[src/rtl/dataset_load_ctrl.sv]
// dataset_load_ctrl: loads a training dataset from a 1-bit serial stream into the dataset RAM.
// Each record of (feat+1) LENGTH-bit words is packed MSB-justified into one DATA_WIDTH row and
// written with a ready handshake. When the last record has been stored, done rises and the RAM
// is released to the compute engine.
//
// Ports:
//   CLK, RST          clock (rising edge), synchronous active-low reset
//   start             begin a load (sampled in IDLE or DONE only)
//   num_dp, feat      last record index and feature count, latched on start
//   ser_valid, ser    serial bit stream, first bit of a record lands at bit `base`
//   ram_ready         RAM accepts the current write
//   ram_we/addr/data  write request, held stable until accepted
//   busy, done, err   load in progress, load complete, sticky overrun
module dataset_load_ctrl #(
    parameter int ADDR_WIDTH   = 12,
    parameter int MAX_FEATURES = 15,
    parameter int LENGTH       = 16,
    parameter int DATA_WIDTH   = LENGTH * (MAX_FEATURES + 1)
) (
    input  logic                  CLK,
    input  logic                  RST,
    input  logic                  start,
    input  logic [ADDR_WIDTH-1:0] num_dp,
    input  logic [3:0]            feat,
    input  logic                  ser_valid,
    input  logic                  ser,
    input  logic                  ram_ready,
    output logic                  ram_we,
    output logic [ADDR_WIDTH-1:0] ram_addr,
    output logic [DATA_WIDTH-1:0] ram_data,
    output logic                  busy,
    output logic                  done,
    output logic                  err
);

    localparam int CNT_W = $clog2(DATA_WIDTH + 1);
    localparam int IDX_W = $clog2(DATA_WIDTH);

    typedef enum logic [1:0] {StIdle, StShift, StWrite, StDone} state_t;

    state_t                state_q, state_d;
    logic [3:0]            feat_q, feat_d;
    logic [ADDR_WIDTH-1:0] num_dp_q, num_dp_d;
    logic [CNT_W-1:0]      bit_cnt_q, bit_cnt_d;
    logic [ADDR_WIDTH-1:0] addr_cnt_q, addr_cnt_d;
    logic [DATA_WIDTH-1:0] shift_q, shift_d;
    logic                  ram_we_q, ram_we_d;
    logic                  err_q, err_d;

    logic [CNT_W-1:0]      rec_bits;
    logic [CNT_W-1:0]      base;
    logic [CNT_W-1:0]      bit_idx;

    assign rec_bits = CNT_W'(LENGTH) * (CNT_W'(feat_q) + CNT_W'(1));
    assign base     = CNT_W'(DATA_WIDTH) - rec_bits;
    assign bit_idx  = base + bit_cnt_q;

    always_comb begin
        state_d    = state_q;
        feat_d     = feat_q;
        num_dp_d   = num_dp_q;
        bit_cnt_d  = bit_cnt_q;
        addr_cnt_d = addr_cnt_q;
        shift_d    = shift_q;
        err_d      = err_q;

        unique case (state_q)
            StIdle, StDone: begin
                if (start) begin
                    feat_d     = feat;
                    num_dp_d   = num_dp;
                    bit_cnt_d  = '0;
                    addr_cnt_d = '0;
                    shift_d    = '0;
                    err_d      = 1'b0;
                    state_d    = StShift;
                end
            end
            StShift: begin
                if (ser_valid) begin
                    shift_d[bit_idx[IDX_W-1:0]] = ser;
                    bit_cnt_d = bit_cnt_q + CNT_W'(1);
                    if (bit_cnt_q == rec_bits - CNT_W'(1)) begin
                        state_d = StWrite;
                    end
                end
            end
            StWrite: begin
                // Bits arriving while the row is parked are dropped.
                if (ser_valid) begin
                    err_d = 1'b1;
                end
                // ram_ready only counts once the request is actually presented.
                if (ram_we_q && ram_ready) begin
                    if (addr_cnt_q == num_dp_q) begin
                        state_d = StDone;
                    end else begin
                        addr_cnt_d = addr_cnt_q + ADDR_WIDTH'(1);
                        bit_cnt_d  = '0;
                        shift_d    = '0;
                        state_d    = StShift;
                    end
                end
            end
        endcase

        // Request rises one cycle after entering WRITE and falls on acceptance.
        ram_we_d = (state_q == StWrite) && (state_d == StWrite);
    end

    always_ff @(posedge CLK) begin
        if (!RST) begin
            state_q    <= StIdle;
            feat_q     <= '0;
            num_dp_q   <= '0;
            bit_cnt_q  <= '0;
            addr_cnt_q <= '0;
            shift_q    <= '0;
            ram_we_q   <= 1'b0;
            err_q      <= 1'b0;
        end else begin
            state_q    <= state_d;
            feat_q     <= feat_d;
            num_dp_q   <= num_dp_d;
            bit_cnt_q  <= bit_cnt_d;
            addr_cnt_q <= addr_cnt_d;
            shift_q    <= shift_d;
            ram_we_q   <= ram_we_d;
            err_q      <= err_d;
        end
    end

    assign ram_we   = ram_we_q;
    assign ram_addr = addr_cnt_q;
    assign ram_data = shift_q;
    assign busy     = (state_q == StShift) || (state_q == StWrite);
    assign done     = (state_q == StDone);
    assign err      = err_q;

endmodule
[config.mk]
export PLATFORM = sky130hd
export DESIGN_NAME = dataset_load_ctrl
export DESIGN_NICKNAME = d
export VERILOG_FILES = /design/src/rtl/dataset_load_ctrl.sv
export SDC_FILE = /design/constraint.sdc
export NUM_CORES = 1
export LEC_CHECK = 0
export CELL_PAD_IN_SITES_DETAIL_PLACEMENT = 0
export CELL_PAD_IN_SITES_GLOBAL_PLACEMENT = 1
export CORE_UTILIZATION = 35
export CTS_CLUSTER_SIZE = 25
export DETAILED_ROUTE_END_ITERATION = 6
export GPL_ROUTABILITY_DRIVEN = 1
export PLACE_DENSITY = 0.81
export SYNTH_ARGS = -nofsm -noshare
export SYNTH_HDL_FRONTEND = slang
export SYNTH_SLANG_ARGS = --single-unit
[constraint.sdc]
create_clock -name CLK -period 3.75 [get_ports CLK]
set_clock_uncertainty 0.15 [all_clocks]
set_input_delay 0.375 -clock CLK [delete_from_list [all_inputs] [get_ports CLK]]
set_output_delay 0.375 -clock CLK [all_outputs]
set_load 0.01 [all_outputs]
==> impl_metrics.yaml, run 1 <==
outcome:
  status: "complete, no violations"
worst_setup_path:
  critPathMostFrequentCell: "ha_1"
  cp_max_fo: 32
  cp_data_required_time_ns: 3.96
  max_stage_delay_ns: 0.81
  arrival_ns: 3.50
  path_class: "register to register"
  rr_worst_depth: 8
  start_kind: "register"
  crit_path_end_kind: "register"
  timing.rr.end: "ram_data[244]$_SDFFE_PN0P_"
  r2r_start: "feat_q[0]$_SDFFE_PN0P_"
  cp_slowest_cell: "or3_1"
  crit_chain: "ha_1, inv_1, ha_1, xnor2_1, or2_2, or3_1, o211ai_1, o31ai_1"
  reg2reg_slack_ns: 0.46
hold_path:
  hp-class: "primary input to register"
  hold_path_end: "num_dp_q[2]$_SDFFE_PN0P_"
  hold_start: "num_dp[2]"
  whs_path_depth: 3
logic_synthesis:
  ys_seq_area_share_pct: 45.6
  synthCells: 1455
  synth_flop_cell: "dfxtp_1"
  synthTopCellsByArea: "dfxtp_1, o31ai_1, mux2i_1"
  synth-simple-area-share_pct: 17.1
  synth.distinct_cells: 50
  synth-xor-area-share_pct: 2.74
  synth_compound_area_share_pct: 20.5
  synth_top_family_by_area: "compound AO/OA/AOI/OAI gates"
  synth_top_area_share_pct: 45.6
  async_flop_share_pct: 0
  yosysWarnings: 0
  synth_edf_count: 0
  synth_top_cell_by_area: "dfxtp_1"
  synthesis.area_um2: 13000
  syn_area_per_cell_um2: 8.96
  ys_seq_elements: 297
  muxShareOfSynthArea_pct: 7.14
  synthAdderAreaFrac_pct: 1.15
  synth_nets: 1489
grt:
  grt_pass1_vias: 11400
  grt_first_pass_wirelength_mm: 67.9
  grt_max_degree: 203
  grtUsageTotal_pct: 22.5
  antenna_found_initial: 0
  grt-ovfl-total: 0
clocking:
  path_clk_slew_ns: 0.06
  cts_resized: 0
  tritoncts: "done"
  cts_buffers: 35
  cts_root_buffer: "clkbuf_16"
  cts_num_sinks: 297
  worstSkewPairLatency_ns: 0.52
  h-tree-depth: 2
  ctsLongestPathBuffers: 3
  ctsHoldBuffers: 0
  cts_setup_buffers: 0
die:
  dieArea_um2: 38000
  die_y_um: 195
  core-area_um2: 36600
  num_rows: 70
  die_x_um: 195
  ios: 294
  start_util_pct: 35.6
route:
  drt_iter0_markers: 908
  dr.pass1.iters: 5
  via_per_inst: 5.55
  vias: 12000
  wl_mm: 44.0
  drc: 0
  wl_per_cell_um: 20.3
  ant_nets: 0
place:
  dp_worst_setup_slack_ns: 0.511
  postPlaceCellArea_um2: 16300
  port-buffer-count: 293
  dp.final_hpwl_mm: 28.6
  gp_congestion: 0.843
finish:
  drive_gt1_share_pct: 7.38
  fin_nets: 1703
  syn_to_final_growth_pct: 34.2
  fillers: 3476
  final_util_pct: 47.8
  stdcell_area_um2: 17500
  diodes: 0
timing:
  setup_tns_ns: 0
  setup_viol: 0
  hold_violations: 0
  fin_crit_sh_pct: 87.7
  max_clock_freq_ghz: 0.304
  rsz0062_at_grt: "no"
  slew-limit-headroom_pct: 25.5
  drv_slew: 0
  worst_pin_slew_ns: 1.12
  min_period_ns: 3.29
  layout_setup_ws_ns: 0.463
power_and_ir_drop:
  power_density_nw_per_um2: 431
  total_leakage_power_uw: 0.00618
  ir_drop_mv: 0.240
run:
  cap_violations: 0
[routing by layer]
layer | wire length [um] | vias up | global-route usage [%]
met1 | 19400 | 5788 | 29.4
li1 | - | 5793 | -
met2 | 20100 | 370 | 36.4
met4 | 867 | 0 | 5.95
met5 | 0 | - | 0
met3 | 3550 | 51 | 6.29
[critical path, delay by kind of cell (launching register included)]
kind	cells	cell delay, ns
xor gates and xnor gates	1	0.17
buffers and inverters	1	0.09
adders and majority gates	2	0.61
AOI/OAI and AO/OA	2	0.49
DFF	1	0.46
and+or+nand+nor	2	1.16
[cells by family after synthesis]
| logic type | after synthesis |
|---|---|
| AO/OA/AOI/OAI | 380 |
| XOR/XNOR | 40 |
| adder cells (fa/ha/maj) | 12 |
| buffers and inverters | 184 |
| flip-flops | 297 |
| multiplexers | 93 |
| AND/OR/NAND/NOR | 449 |
[stage by stage]
step	hold WS (ns)	instances	total power (uW)
3_3_place_gp	0.294	2100	4130
6_report	0.261	2161	7540
5_1_grt	0.260	2161	7840
3_5_place_dp	0.295	2100	4140
4_1_cts	0.247	2161	7610
2_1_floorplan	0.300	1455	3880
[cell usage in the layout, fill, tap and decap left out, drive strengths merged, types with 4 or more instances in the layout]
master,count
a21boi,11
a21oi,53
a31o,7
and2,6
and3,12
buf,52
bufinv,4
clkbuf,48
clkdlybuf4s50,293
clkinv,4
dfxtp,297
ha,12
inv,19
mux2i,93
nand2,167
nand2b,12
nand3,76
nand4,90
nor2,38
nor2b,7
nor3,15
nor3b,4
nor4,4
o2111ai,11
o211ai,114
o21a,9
o21ai,39
o31ai,126
or3,5
xnor2,28
xor2,12
[worst max path at each step]
stage | start | to | slack [ns] | cells after the start
after CTS | feat_q[0]$_SDFFE_PN0P_ | ram_data[195]$_SDFFE_PN0P_ | 0.48 | 9
final | feat_q[0]$_SDFFE_PN0P_ | ram_data[244]$_SDFFE_PN0P_ | 0.46 | 8
after global routing | feat_q[0]$_SDFFE_PN0P_ | ram_data[205]$_SDFFE_PN0P_ | 0.16 | 9
after floorplan | feat_q[0]$_SDFFE_PN0P_ | ram_data[124]$_SDFFE_PN0P_ | 0.96 | 11
after detailed placement | feat_q[0]$_SDFFE_PN0P_ | ram_data[195]$_SDFFE_PN0P_ | 0.51 | 9
after global placement | ser_valid | ram_data[195]$_SDFFE_PN0P_ | 0.58 | 7
[where the power goes]
part           switching (uW)  internal (uW)  leakage [uW]
Clock                    1370           2100      0.000563
Combinational             662            215       0.00323
Sequential               22.4           3180       0.00239
[area by class of cell]
| type | instances | area, um2 | area share (%) |
|---|---|---|---|
| tap | 468 | 586 | 3.35 |
| clock buffer | 48 | 975 | 5.57 |
| timing repair buffer | 345 | 3390 | 19.3 |
| clock inverter | 13 | 181 | 1.04 |
| sequential | 297 | 5950 | 34.0 |
| multi-input combinational | 974 | 6360 | 36.4 |
| inverter | 16 | 60.1 | 0.343 |
[state kept, by name (all words and copies together) (netlist names)]
name / flops
feat_q: 4
state_q: 2
err: 1
num_dp_q: 12
ram_data: 256
ram_addr: 12
bit_cnt_q: 9
ram_we: 1
[synthesized netlist by cell type, drive strengths merged (3+ instances only)]
master	count
dfxtp	297
nand2	167
o31ai	126
o211ai	114
clkbuf	112
mux2i	93
nand4	90
nand3	76
buf	56
a21oi	53
o21ai	39
nor2	38
xnor2	28
inv	16
nor3	15
and3	12
ha	12
nand2b	12
xor2	12
a21boi	11
o2111ai	11
o21a	9
a31o	7
nor2b	7
and2	6
or3	5
nor3b	4
nor4	4
nand3b	3
o22ai	3
or2	3
(Power assumes the default switching activity.)
==> run 2: changes to the inputs <==
- PLACE_DENSITY: 0.81 -> 0.85
==> run 2 against run 1 <==
  * Die area unchanged
  * Register-to-register slack worse by 0.22 ns
  * Core utilization up 0.16 points
  * Combinational power up 0.6%
  * Critical path depth up 1
  * Via count up 0.91%
  * Clock-buffer cell count down 2
  * Global-route usage down 0.19 points
  * Hold slack better by 0.0077 ns
  * Routed wire length up 0.41%
  * Critical path type unchanged
  * Critical endpoint is now ram_data[156]$_SDFFE_PN0P_
==> impl_metrics.yaml, run 2 (synthesis results as in run 1) <==
finish:
  fin_nets: 1703
  stdcell_area_um2: 17600
  diodes: 0
  layout_common_cells: "dfxtp_1, clkdlybuf4s50_1, nand2_1"
  drive_gt1_share_pct: 7.56
  syn_to_final_growth_pct: 34.7
  final_common_cell: "dfxtp_1"
  final_util_pct: 48.0
  largest_reg_flops: 256
power_and_ir_drop:
  finalPower_uw: 7730
  power_density_nw_per_um2: 440
  clkPwrFrac_pct: 47.1
  ir_drop_mv: 0.272
  p_int_uw: 5660
  netSwitchingFraction_pct: 26.8
  p_seq_share_pct: 41.4
  p_comb_share_pct: 11.4
  total_leakage_power_uw: 0.00622
  p_sw_uw: 2070
grt:
  grt-ovfl-total: 0
  grtUsageTotal_pct: 22.3
  grt_pass1_vias: 11300
  antenna_found_initial: 0
  grt_max_degree: 114
  grt_first_pass_wirelength_mm: 67.8
clocking:
  ctsLongestPathBuffers: 3
  cts_num_sinks: 297
  worstSkewPairLatency_ns: 0.52
  path_clk_slew_ns: 0.06
  h-tree-depth: 2
  cts_setup_buffers: 0
  cts_resized: 0
  cts_root_buffer: "clkbuf_16"
  ctsHoldBuffers: 0
  cts_buffers: 35
  tritoncts: "done"
worst_setup_path:
  cp_slowest_cell: "o31ai_4"
  max_stage_delay_ns: 0.87
  path_class: "register to register"
  reg2reg_slack_ns: 0.25
  crit_path_end_kind: "register"
  cp_top_family: "compound AO/OA/AOI/OAI gates"
  r2r_start: "feat_q[0]$_SDFFE_PN0P_"
  critical_path_buf_inv_count: 1
  timing.rr.end: "ram_data[156]$_SDFFE_PN0P_"
  arrival_ns: 3.78
  crit_chain: "ha_1, xnor2_1, ha_1, xnor2_1, xnor2_1, o31ai_4, buf_4, nand4_1, mux2i_1"
  cp_data_required_time_ns: 4.03
  start_kind: "register"
  rr_worst_depth: 9
  cp_max_fo: 24
  critPathMostFrequentCell: "xnor2_1"
timing:
  hold_violations: 0
  fin_crit_sh_pct: 93.4
  setup_viol: 0
  slew-limit-headroom_pct: 27.4
  max_clock_freq_ghz: 0.286
  setup_tns_ns: 0
  min_period_ns: 3.50
  rsz0062_at_grt: "no"
  holdWs_ns: 0.269
  worst_pin_slew_ns: 1.09
  drv_slew: 0
die:
  die_y_um: 195
  core-area_um2: 36600
  dieArea_um2: 38000
  start_util_pct: 35.6
  die_x_um: 195
  ios: 294
  num_rows: 70
hold_path:
  hold_path_end: "num_dp_q[3]$_SDFFE_PN0P_"
  whs_path_depth: 3
  hp-class: "primary input to register"
  hold_start: "num_dp[3]"
run:
  cap_violations: 0
route:
  wl_mm: 44.2
  drc: 0
  dr.pass1.iters: 5
  ant_nets: 0
  vias: 12100
  drt_iter0_markers: 833
  via_per_inst: 5.60
  wl_per_cell_um: 20.4
place:
  dp.final_hpwl_mm: 28.5
  postPlaceCellArea_um2: 16300
  gp_congestion: 0.834
  port-buffer-count: 293
outcome:
  status: "complete, no violations"
[run 2: cell types whose count changed in the layout (fill, tap and decap cells not counted), sizes merged]
cell      change
bufinv        +2
clkbuf        -2
clkinv        +5
clkinvlp      -2
inv           -2
[run 2: area by class of cell]
type / count / area, um2
inverters: 16 / 60.1
fillers: 3449 / 19100
clock buffers: 46 / 978
flip-flops and latches: 297 / 5950
well taps: 468 / 586
clock inverters: 16 / 249
multi-input cells: 974 / 6360
repair buffers: 345 / 3370
[run 2: worst reg2reg max path, cell delays in order, from the launching register on]
cell,delay [ns]
dfxtp_1,0.45
ha_1,0.24
xnor2_1,0.10
ha_1,0.20
xnor2_1,0.28
xnor2_1,0.25
o31ai_4,0.87
buf_4,0.42
nand4_1,0.19
mux2i_1,0.26
[run 2: how the worst max path moves through the flow]
stage	endpoint	cells after the start	slack, ns	start
2_1_floorplan	ram_data[124]$_SDFFE_PN0P_	11	0.96	feat_q[0]$_SDFFE_PN0P_
3_3_place_gp	ram_data[144]$_SDFFE_PN0P_	9	0.48	feat_q[0]$_SDFFE_PN0P_
3_5_place_dp	ram_data[146]$_SDFFE_PN0P_	9	0.39	feat_q[0]$_SDFFE_PN0P_
4_1_cts	ram_data[156]$_SDFFE_PN0P_	9	0.28	feat_q[0]$_SDFFE_PN0P_
5_1_grt	ram_data[156]$_SDFFE_PN0P_	9	0.03	feat_q[0]$_SDFFE_PN0P_
6_report	ram_data[156]$_SDFFE_PN0P_	9	0.25	feat_q[0]$_SDFFE_PN0P_
[run 2: stage by stage]
step	setup WS, ns	cells
finish	0.248	2162
global route	0.0264	2162
CTS	0.277	2162
detailed placement	0.388	2100
global placement	0.480	2100
floorplan	0.964	1455
[run 2: routing by layer]
layer  track usage (%)  share of wire, %
met5                 0                 0
met4              4.26               1.4
met3              5.39               8.0
met2              36.3                46
met1              30.1                44
[run 2: power groups by stage]
stage                     sequential [uW]  clock [uW]  combinational, uW
final                                3200        3640                882
after detailed placement             3270           0                878
after CTS                            3200        3710                882
after global routing                 3200        3850                954
after global placement               3270           0                867
after floorplan                      3270           0                614
==> run 3: changes to the inputs <==
- CAP_MARGIN: not set -> 20
==> run 3 against run 2 <==
  * Clock power hardly changed
  * Combinational power is 2.5% higher
  * Hold slack better by 0.0011 ns
  * Flip-flop and latch count stayed put
  * Routed wire length hardly changed
  * Critical path depth stayed put
  * Die area stayed put
  * Cell area is 0.16% higher
  * Via count is 0.36% higher
==> impl_metrics.yaml, run 3 (synthesis results as in run 1) <==
worst_setup_path:
  arrival_ns: 3.81
  reg2reg_slack_ns: 0.22
  cp_max_fo: 24
  path_class: "register to register"
  crit_path_end_kind: "register"
  start_kind: "register"
  rr_worst_depth: 9
  cp_data_required_time_ns: 4.03
die:
  die_y_um: 195
  die_x_um: 195
  core-area_um2: 36600
  ios: 294
  num_rows: 70
  start_util_pct: 35.6
  dieArea_um2: 38000
grt:
  antenna_found_initial: 0
  grt-ovfl-total: 0
  grtUsageTotal_pct: 22.3
  grt_max_degree: 114
  grt_first_pass_wirelength_mm: 67.8
  grt_pass1_vias: 11300
route:
  wl_mm: 44.2
  dr.pass1.iters: 5
  via_per_inst: 5.62
  ant_nets: 0
  wl_per_cell_um: 20.4
  drt_iter0_markers: 824
  drc: 0
  vias: 12200
timing:
  rsz0062_at_grt: "no"
  max_clock_freq_ghz: 0.283
  hold_violations: 0
  setup_viol: 0
  slew-limit-headroom_pct: 30.7
  worst_pin_slew_ns: 1.04
  fin_crit_sh_pct: 94.2
  layout_setup_ws_ns: 0.217
  drv_slew: 0
  min_period_ns: 3.53
  setup_tns_ns: 0
clocking:
  cts_setup_buffers: 0
  cts_root_buffer: "clkbuf_16"
  ctsLongestPathBuffers: 3
  worstSkewPairLatency_ns: 0.52
  h-tree-depth: 2
  cts_buffers: 35
  path_clk_slew_ns: 0.06
  tritoncts: "done"
  cts_resized: 0
  ctsHoldBuffers: 0
  cts_num_sinks: 297
hold_path:
  whs_path_depth: 3
  hp-class: "primary input to register"
place:
  dp.final_hpwl_mm: 28.5
  dp_worst_setup_slack_ns: 0.388
  gp_congestion: 0.834
  port-buffer-count: 293
finish:
  largest_reg_flops: 256
  layout_common_cells: "dfxtp_1, clkdlybuf4s50_1, nand2_1"
  syn_to_final_growth_pct: 34.9
  fin_nets: 1704
  diodes: 0
  final_common_cell: "dfxtp_1"
  drive_gt1_share_pct: 7.61
power_and_ir_drop:
  p_sw_uw: 2070
  total_leakage_power_uw: 0.00623
  p_comb_share_pct: 11.7
  netSwitchingFraction_pct: 26.7
  power_density_nw_per_um2: 440
  clkPwrFrac_pct: 47.0
  p_int_uw: 5670
  ir_drop_mv: 0.274
  p_seq_share_pct: 41.3
outcome:
  status: "complete, no violations"
run:
  cap_violations: 0
==> run 3: cell types whose count changed in the layout (fill, tap and decap cells not counted) <==
cell / before / now
buf_16: 0 / 1
==> run 3: final timing paths <==
| path | from | endpoint |
|---|---|---|
| max | feat_q[0]$_SDFFE_PN0P_ | ram_data[156]$_SDFFE_PN0P_ |
| max reg2reg | feat_q[0]$_SDFFE_PN0P_ | ram_data[156]$_SDFFE_PN0P_ |
| min | num_dp[3] | num_dp_q[3]$_SDFFE_PN0P_ |
| min reg2reg | ram_data[18]$_SDFFE_PN0P_ | ram_data[18]$_SDFFE_PN0P_ |
==> run 3: critical path, stage by stage, from the launching register on <==
cell,delay (ns)
dfxtp_1,0.45
ha_1,0.24
xnor2_1,0.10
ha_1,0.20
xnor2_1,0.28
xnor2_1,0.26
o31ai_4,0.89
buf_4,0.42
nand4_1,0.18
mux2i_1,0.26
==> run 3: stage by stage <==
stage	power [uW]	hold WS, ns	util, %	instance area, um2	std cells
2_1_floorplan	3880	0.300	-	13000	1455
4_1_cts	7800	0.258	48.0	17600	2162
6_report	7740	0.270	48.0	17600	2163
3_3_place_gp	4140	0.293	44.6	16300	2100
5_1_grt	8030	0.279	48.0	17600	2163
3_5_place_dp	4150	0.304	44.6	16300	2100
==> run 3: layout make-up <==
type,instances,area [um2]
clock buffer,46,978
fill,3445,19000
clock inverter,16,249
sequential,297,5950
multi-input combinational,974,6360
tap,468,586
timing repair buffer,346,3400
inverter,16,60.1
==> run 3: power groups by stage <==
| stage | Clock [uW] | Sequential, uW | Combinational, uW |
|---|---|---|---|
| global placement | 0 | 3270 | 867 |
| global route | 3850 | 3200 | 975 |
| finish | 3640 | 3200 | 904 |
| CTS | 3710 | 3200 | 882 |
| floorplan | 0 | 3270 | 614 |
| detailed placement | 0 | 3270 | 878 |
==> run 3: routing by layer <==
| metal | share of wire [%] | vias to the layer above | track usage (%) |
|---|---|---|---|
| met5 | 0 | - | 0 |
| met4 | 1.2 | 0 | 4.26 |
| met3 | 8.2 | 48 | 5.39 |
| met2 | 47 | 434 | 36.3 |
| met1 | 44 | 5896 | 30.1 |
| li1 | - | 5777 | - |
==> RTL edit 1: new RTL, settings of run 2 <==
The parameter `LENGTH` goes from 16 to 32.
--- a/src/rtl/dataset_load_ctrl.sv
+++ b/src/rtl/dataset_load_ctrl.sv
@@ -14,7 +14,7 @@
 module dataset_load_ctrl #(
     parameter int ADDR_WIDTH   = 12,
     parameter int MAX_FEATURES = 15,
-    parameter int LENGTH       = 16,
+    parameter int LENGTH       = 32,
     parameter int DATA_WIDTH   = LENGTH * (MAX_FEATURES + 1)
 ) (
     input  logic                  CLK,
Ports: changed (resized ram_data); port bits go from 294 to 550. The function was not compared with the original's and may differ.
==> RTL edit 1 against run 2 <==
Maximum frequency grew 3.7%. Clock power rose by 66%. Setup slack better by 0.12 ns. Sequential cell count is 257 higher. Sequential power is 86% higher. Total power rose by 80%. Combinational power increased by 110%. Area after synthesis grew 72%. Wire length rose by 86%. Final area is 74% higher. Sequential share of layout area up 2.4 points. Critical endpoint is now ram_data[117]$_SDFFE_PN0P_.
==> RTL edit 1: results (changes against run 2) <==
Status:
- The flow ran to the end, and the final reports show no timing, DRC or antenna violations.

Layout:
- The non-clock buffer count in the final layout is 639 (+85%).
- The flip-flop count of the largest register after layout came to 512 (+100%).
- The number of signal-net inverters in the final layout is 11 (-5).
- The net total in the final layout is 2692 (+58%).
- The area growth from synthesis to final layout is 36.7%.
- The multi-input gate share of the layout cell area was 32.5% (-3.8 points).
- The non-filler instance count after layout is 3553 (+64%).

Global routing:
- The met2 track demand over resource in global routing is 38.6% (+2.3 points).
- The met3 usage is 7.38% (+2.0 points).
- The via count of the first global-routing pass was 19.0k (+69%).

Place:
- The cell area after placement is 28500 um2 (+75%).
- The total of buffers placed on input and output ports is 549 (+87%).
- The cell total after placement is 3441 (+64%).

Synthesis:
- The mapped cell area is 22400 um2 (+72%).
- The number of nets produced by synthesis is 2326 (+56%).
- The flip-flop and latch count after synthesis was 554 (+87%).
- The post-synthesis adder-cell area fraction is 0.782% (-0.37 points).
- The share of the yosys chip area belonging to registers came to 49.5% (+3.9 points).
- The post-synthesis xor/xnor area fraction is 1.59% (-1.2 points).

Timing:
- The slew at the pin closest to its max-slew limit is 0.821 ns (-0.269 ns).
- The minimum hold slack is 0.178 ns (-0.0910 ns).

Worst setup path:
- The delay of the slowest critical-path stage is 0.57 ns (-0.30 ns).
- In this run the critical register-to-register path is launched from state_q[0]$_SDFF_PN0_.
- The highest-delay cell along the critical path is sky130_fd_sc_hd__buf_4.
- The kind of cell with the highest combined delay along the critical path is simple AND/OR/NAND/NOR gates.

Route:
- The routed length per instance is 23.1 um (+13%).
- The total number of vias came to 20.5k (+69%).

Min path:
- The source of the worst hold timing path is num_dp[5].
RTL edit 1: cell count changes in the layout (fill, tap and decap cells not counted), sizes merged, moves of 60 or more:
cell           before  now
clkdlybuf4s50     293  549
dfxtp             297  554
mux2i              93    0
nand2             167  107
nand4              90   13
o211ai            114  501
o31ai             126  488
RTL edit 1: worst max-delay path by stage:
stage / startpoint / to / slack, ns
final: state_q[0]$_SDFF_PN0_ / ram_data[117]$_SDFFE_PN0P_ / 0.37
after global routing: feat_q[0]$_SDFFE_PN0P_ / ram_data[74]$_SDFFE_PN0P_ / 0.07
after CTS: feat_q[0]$_SDFFE_PN0P_ / ram_data[448]$_SDFFE_PN0P_ / 0.15
after detailed placement: feat_q[0]$_SDFFE_PN0P_ / ram_data[448]$_SDFFE_PN0P_ / 0.18
after global placement: feat_q[0]$_SDFFE_PN0P_ / ram_data[448]$_SDFFE_PN0P_ / 0.25
after floorplan: feat_q[0]$_SDFFE_PN0P_ / ram_data[140]$_SDFFE_PN0P_ / 0.76
RTL edit 1: metal layers:
metal | up-vias | part of all wire [%]
li1 | 9706 | -
met1 | 9858 | 41
met2 | 791 | 46
met3 | 144 | 9.4
met4 | 0 | 3.3
met5 | - | 0
RTL edit 1: kinds of logic after synthesis:
kind of cell / Yosys count
buffers and inverters: 345
XOR/XNOR: 39
AO/OA/AOI/OAI: 1083
adder cells (fa/ha/maj): 14
flip-flops: 554
AND/OR/NAND/NOR: 255
RTL edit 1: what timing repair did:
item / in CTS / in global routing
setup endpoints to repair: 0 / 26
setup buffers: 0 / 0
resized for setup: 0 / 3
hold endpoints to repair: 0 / 0
RTL edit 1: power breakdown:
| group | internal, mW | switching, mW |
|---|---|---|
| clock | 3.53 | 2.53 |
| combinational | 0.384 | 1.51 |
| sequential | 5.92 | 0.0398 |
==> RTL edit 2: new RTL, flow settings as in run 2 <==
Without the edit above. `shift_q` no longer has a reset.
--- a/src/rtl/dataset_load_ctrl.sv
+++ b/src/rtl/dataset_load_ctrl.sv
@@ -115,7 +115,6 @@
             num_dp_q   <= '0;
             bit_cnt_q  <= '0;
             addr_cnt_q <= '0;
-            shift_q    <= '0;
             ram_we_q   <= 1'b0;
             err_q      <= 1'b0;
         end else begin
@@ -124,10 +123,13 @@
             num_dp_q   <= num_dp_d;
             bit_cnt_q  <= bit_cnt_d;
             addr_cnt_q <= addr_cnt_d;
-            shift_q    <= shift_d;
             ram_we_q   <= ram_we_d;
             err_q      <= err_d;
         end
+    end
+
+    always_ff @(posedge CLK) begin
+        shift_q <= shift_d;
     end
 
     assign ram_we   = ram_we_q;
Formal check against the unedited RTL: differs if RST is asserted again (counterexample within 4 cycles, from zero or initial values and one cycle with RST low); with RST held inactive, the same outputs for 4 cycles.
==> RTL edit 2 against run 2 <==
Combinational power increased by 140%. Sequential cell count unchanged. Utilization decreased by 2.5 points. Total power increased by 29%. Final area increased by 23%. Critical endpoint is now ram_data[22]$_SDFFCE_PN0P_. Setup slack improved by 0.063 ns. Area after synthesis increased by 29%. Wire length increased by 28%.
==> RTL edit 2: results (changes against run 2) <==
Synthesis:
- Counting instances in the post-synthesis netlist gives the leading cell types as 307 x sky130_fd_sc_hd__nand2_1, 261 x sky130_fd_sc_hd__mux2i_1, 256 x sky130_fd_sc_hd__edfxtp_1.
- The share of flip-flops with an asynchronous set or reset after synthesis was 0% (unchanged).
- The most frequently used flop master after synthesis is sky130_fd_sc_hd__edfxtp_1.
- The number of synthesized flops with an enable pin is 256 (+256).
- By area the synthesized netlist is led by sky130_fd_sc_hd__edfxtp_1 46%, sky130_fd_sc_hd__mux2i_1 16%, sky130_fd_sc_hd__nand2_1 6.8%.
- The post-synthesis cell type count came to 52 (+4.0%).
- The share of the yosys chip area belonging to registers came to 50.5% (+4.9 points).
- The number of instances in the synthesized netlist is 1650 (+13%).

Global routing:
- The met1 layer usage reported by global route is 30.9% (+0.87 points).
- The wire length of the first global-routing pass was 85400 um (+26%).
- The met3 usage is 3.85% (-1.5 points).
- The total global-route track usage came to 22.5% (+0.15 points).
- The maximum number of pins on one net before global-route repair is 205 (+80%).
- The met2 track demand over resource in global routing is 34.2% (-2.2 points).
- The number of antenna violations at the first check in global routing is 0 (unchanged).

Layout:
- The count of fill cells added during filler insertion is 4455 (+29%).
- The fraction of final layout cells with drive strength greater than 1 is 9.00% (+1.4 points).
- The area used by multi-input combinational logic is 7670 um2 (+20%).
- The register share of the cell area was 39.4% (+5.5 points).
- The multi-input logic cell count is 1173 (+20%).
- The clock network area share is 5.16% (-1.8 points).
- The non-clock buffer count in the final layout was 348 (+0.87%).
- The net total in the final layout is 1897 (+11%).
- The number of clock-tree buffers in the layout is 42 (-8.7%).
- The number of signal-net inverters in the final layout came to 8 (-8).
- The non-filler instance count after layout is 2504 (+16%).
- The area share of buffers outside the clock network is 16.3% (-2.9 points).

Route:
- The total number of vias came to 14.2k (+17%).
- The met1 routed wirelength after detailed routing is 24200 um (+24%).
- The aggregate routed wire length is 56400 um (+28%).
- The wire length on met2 is 25400 um (+25%).
- The met3 wire length is 4270 um (+20%).
- The number of detailed-routing iterations run before antenna repair is 5 (unchanged).
- The number of DRC markers in iteration 0 was 1248 (+50%).

Worst setup path:
- The maximum net fanout on the critical path is 29 (+21%).
- The data arrival time of the critical path came to 3.55 ns (-0.23 ns).

Clocking:
- The maximum buffer depth of the clock tree is 3 (unchanged).
- The clock network latency to the later pin of the worst-skew pair is 0.55 ns (+0.03 ns).
- The post-cts gate resize count is 0 (unchanged).
- The number of levels in the clock H-tree is 2 (unchanged).
- The clock-pin slew on the worst setup and hold paths is 0.06 ns (about the same).
- The post-CTS setup repair buffer count is 0 (unchanged).

Place:
- The cell total after placement is 2441 (+16%).
- The setup slack after placement is 0.345 ns (-0.0434 ns).
- The routability-driven placement congestion ratio came to 0.822 (-1.4%).
- The sum of net half-perimeters after detailed placement came to 36100 um (+27%).

Power:
- The maximum vdd ir drop is 0.248 mV (-9.0%).
- The leakage dissipation is 7.86 nW (+26%).

Timing:
- The slew at the pin closest to its max-slew limit came to 1.19 ns (+0.0996 ns).

Status:
- The flow ran to the end, and the final reports show no timing, DRC or antenna violations.
## RTL edit 2: cell count changes after synthesis, moves of 43 or more
cell and delta:
sky130_fd_sc_hd__dfxtp_1 -256, sky130_fd_sc_hd__edfxtp_1 +256, sky130_fd_sc_hd__mux2i_1 +168, sky130_fd_sc_hd__nand2_1 +140, sky130_fd_sc_hd__nor3_1 +44, sky130_fd_sc_hd__nor4_1 +44, sky130_fd_sc_hd__o211ai_1 -79, sky130_fd_sc_hd__o21ai_0 +43
sky130_fd_sc_hd__o31ai_1 -117
## RTL edit 2: critical path: stages, from the launching register on
cell and delay [ns]:
sky130_fd_sc_hd__dfxtp_1 0.38, sky130_fd_sc_hd__ha_1 0.38, sky130_fd_sc_hd__inv_1 0.06, sky130_fd_sc_hd__ha_1 0.38, sky130_fd_sc_hd__o21a_1 0.23, sky130_fd_sc_hd__o21a_4 0.29, sky130_fd_sc_hd__or3_4 0.42, sky130_fd_sc_hd__buf_4 0.48
sky130_fd_sc_hd__nand4_1 0.19, sky130_fd_sc_hd__mux2i_1 0.16
## RTL edit 2: final timing paths
check / depth (start not counted) / to / slack [ns] / startpoint
worst max-delay path: 9 / ram_data[22]$_SDFFCE_PN0P_ / 0.31 / feat_q[0]$_SDFFE_PN0P_
worst min-delay path: 3 / num_dp_q[2]$_SDFFE_PN0P_ / 0.23 / num_dp[2]
worst max register to register: 9 / ram_data[22]$_SDFFCE_PN0P_ / 0.31 / feat_q[0]$_SDFFE_PN0P_
worst min register to register: 2 / num_dp_q[8]$_SDFFE_PN0P_ / 0.32 / num_dp_q[8]$_SDFFE_PN0P_
## RTL edit 2: logic make-up (layout without fill, tap and decap cells)
| logic type | count (synthesis) | after routing | synth area share [%] |
|---|---|---|---|
| simple gates | 647 | 647 | 18.1 |
| fa+ha+maj | 12 | 12 | 0.892 |
| compound gates | 235 | 235 | 9.30 |
| flops | 297 | 297 | 50.5 |
| mux | 261 | 261 | 15.5 |
| xor+xnor | 18 | 18 | 1.03 |
| buf+inv | 180 | 419 | 4.63 |
## RTL edit 2: through the flow
step	cell area, um2	utilization, %	power (mW)	hold slack, ns	setup TNS, ns
6_report	21600	45.5	9.98	0.235	0
5_1_grt	21600	45.5	10.3	0.243	0
4_1_cts	21600	45.5	10.1	0.213	0
3_5_place_dp	20500	43.1	6.63	0.321	0
3_3_place_gp	20500	43.1	6.60	0.317	0
2_1_floorplan	16900	-	5.45	0.306	-1021.28
## RTL edit 2: report_power, final
part	total [mW]	internal [mW]	switching, mW
Combinational	2.16	0.916	1.24
Clock	3.41	1.97	1.44
Sequential	4.42	4.12	0.291
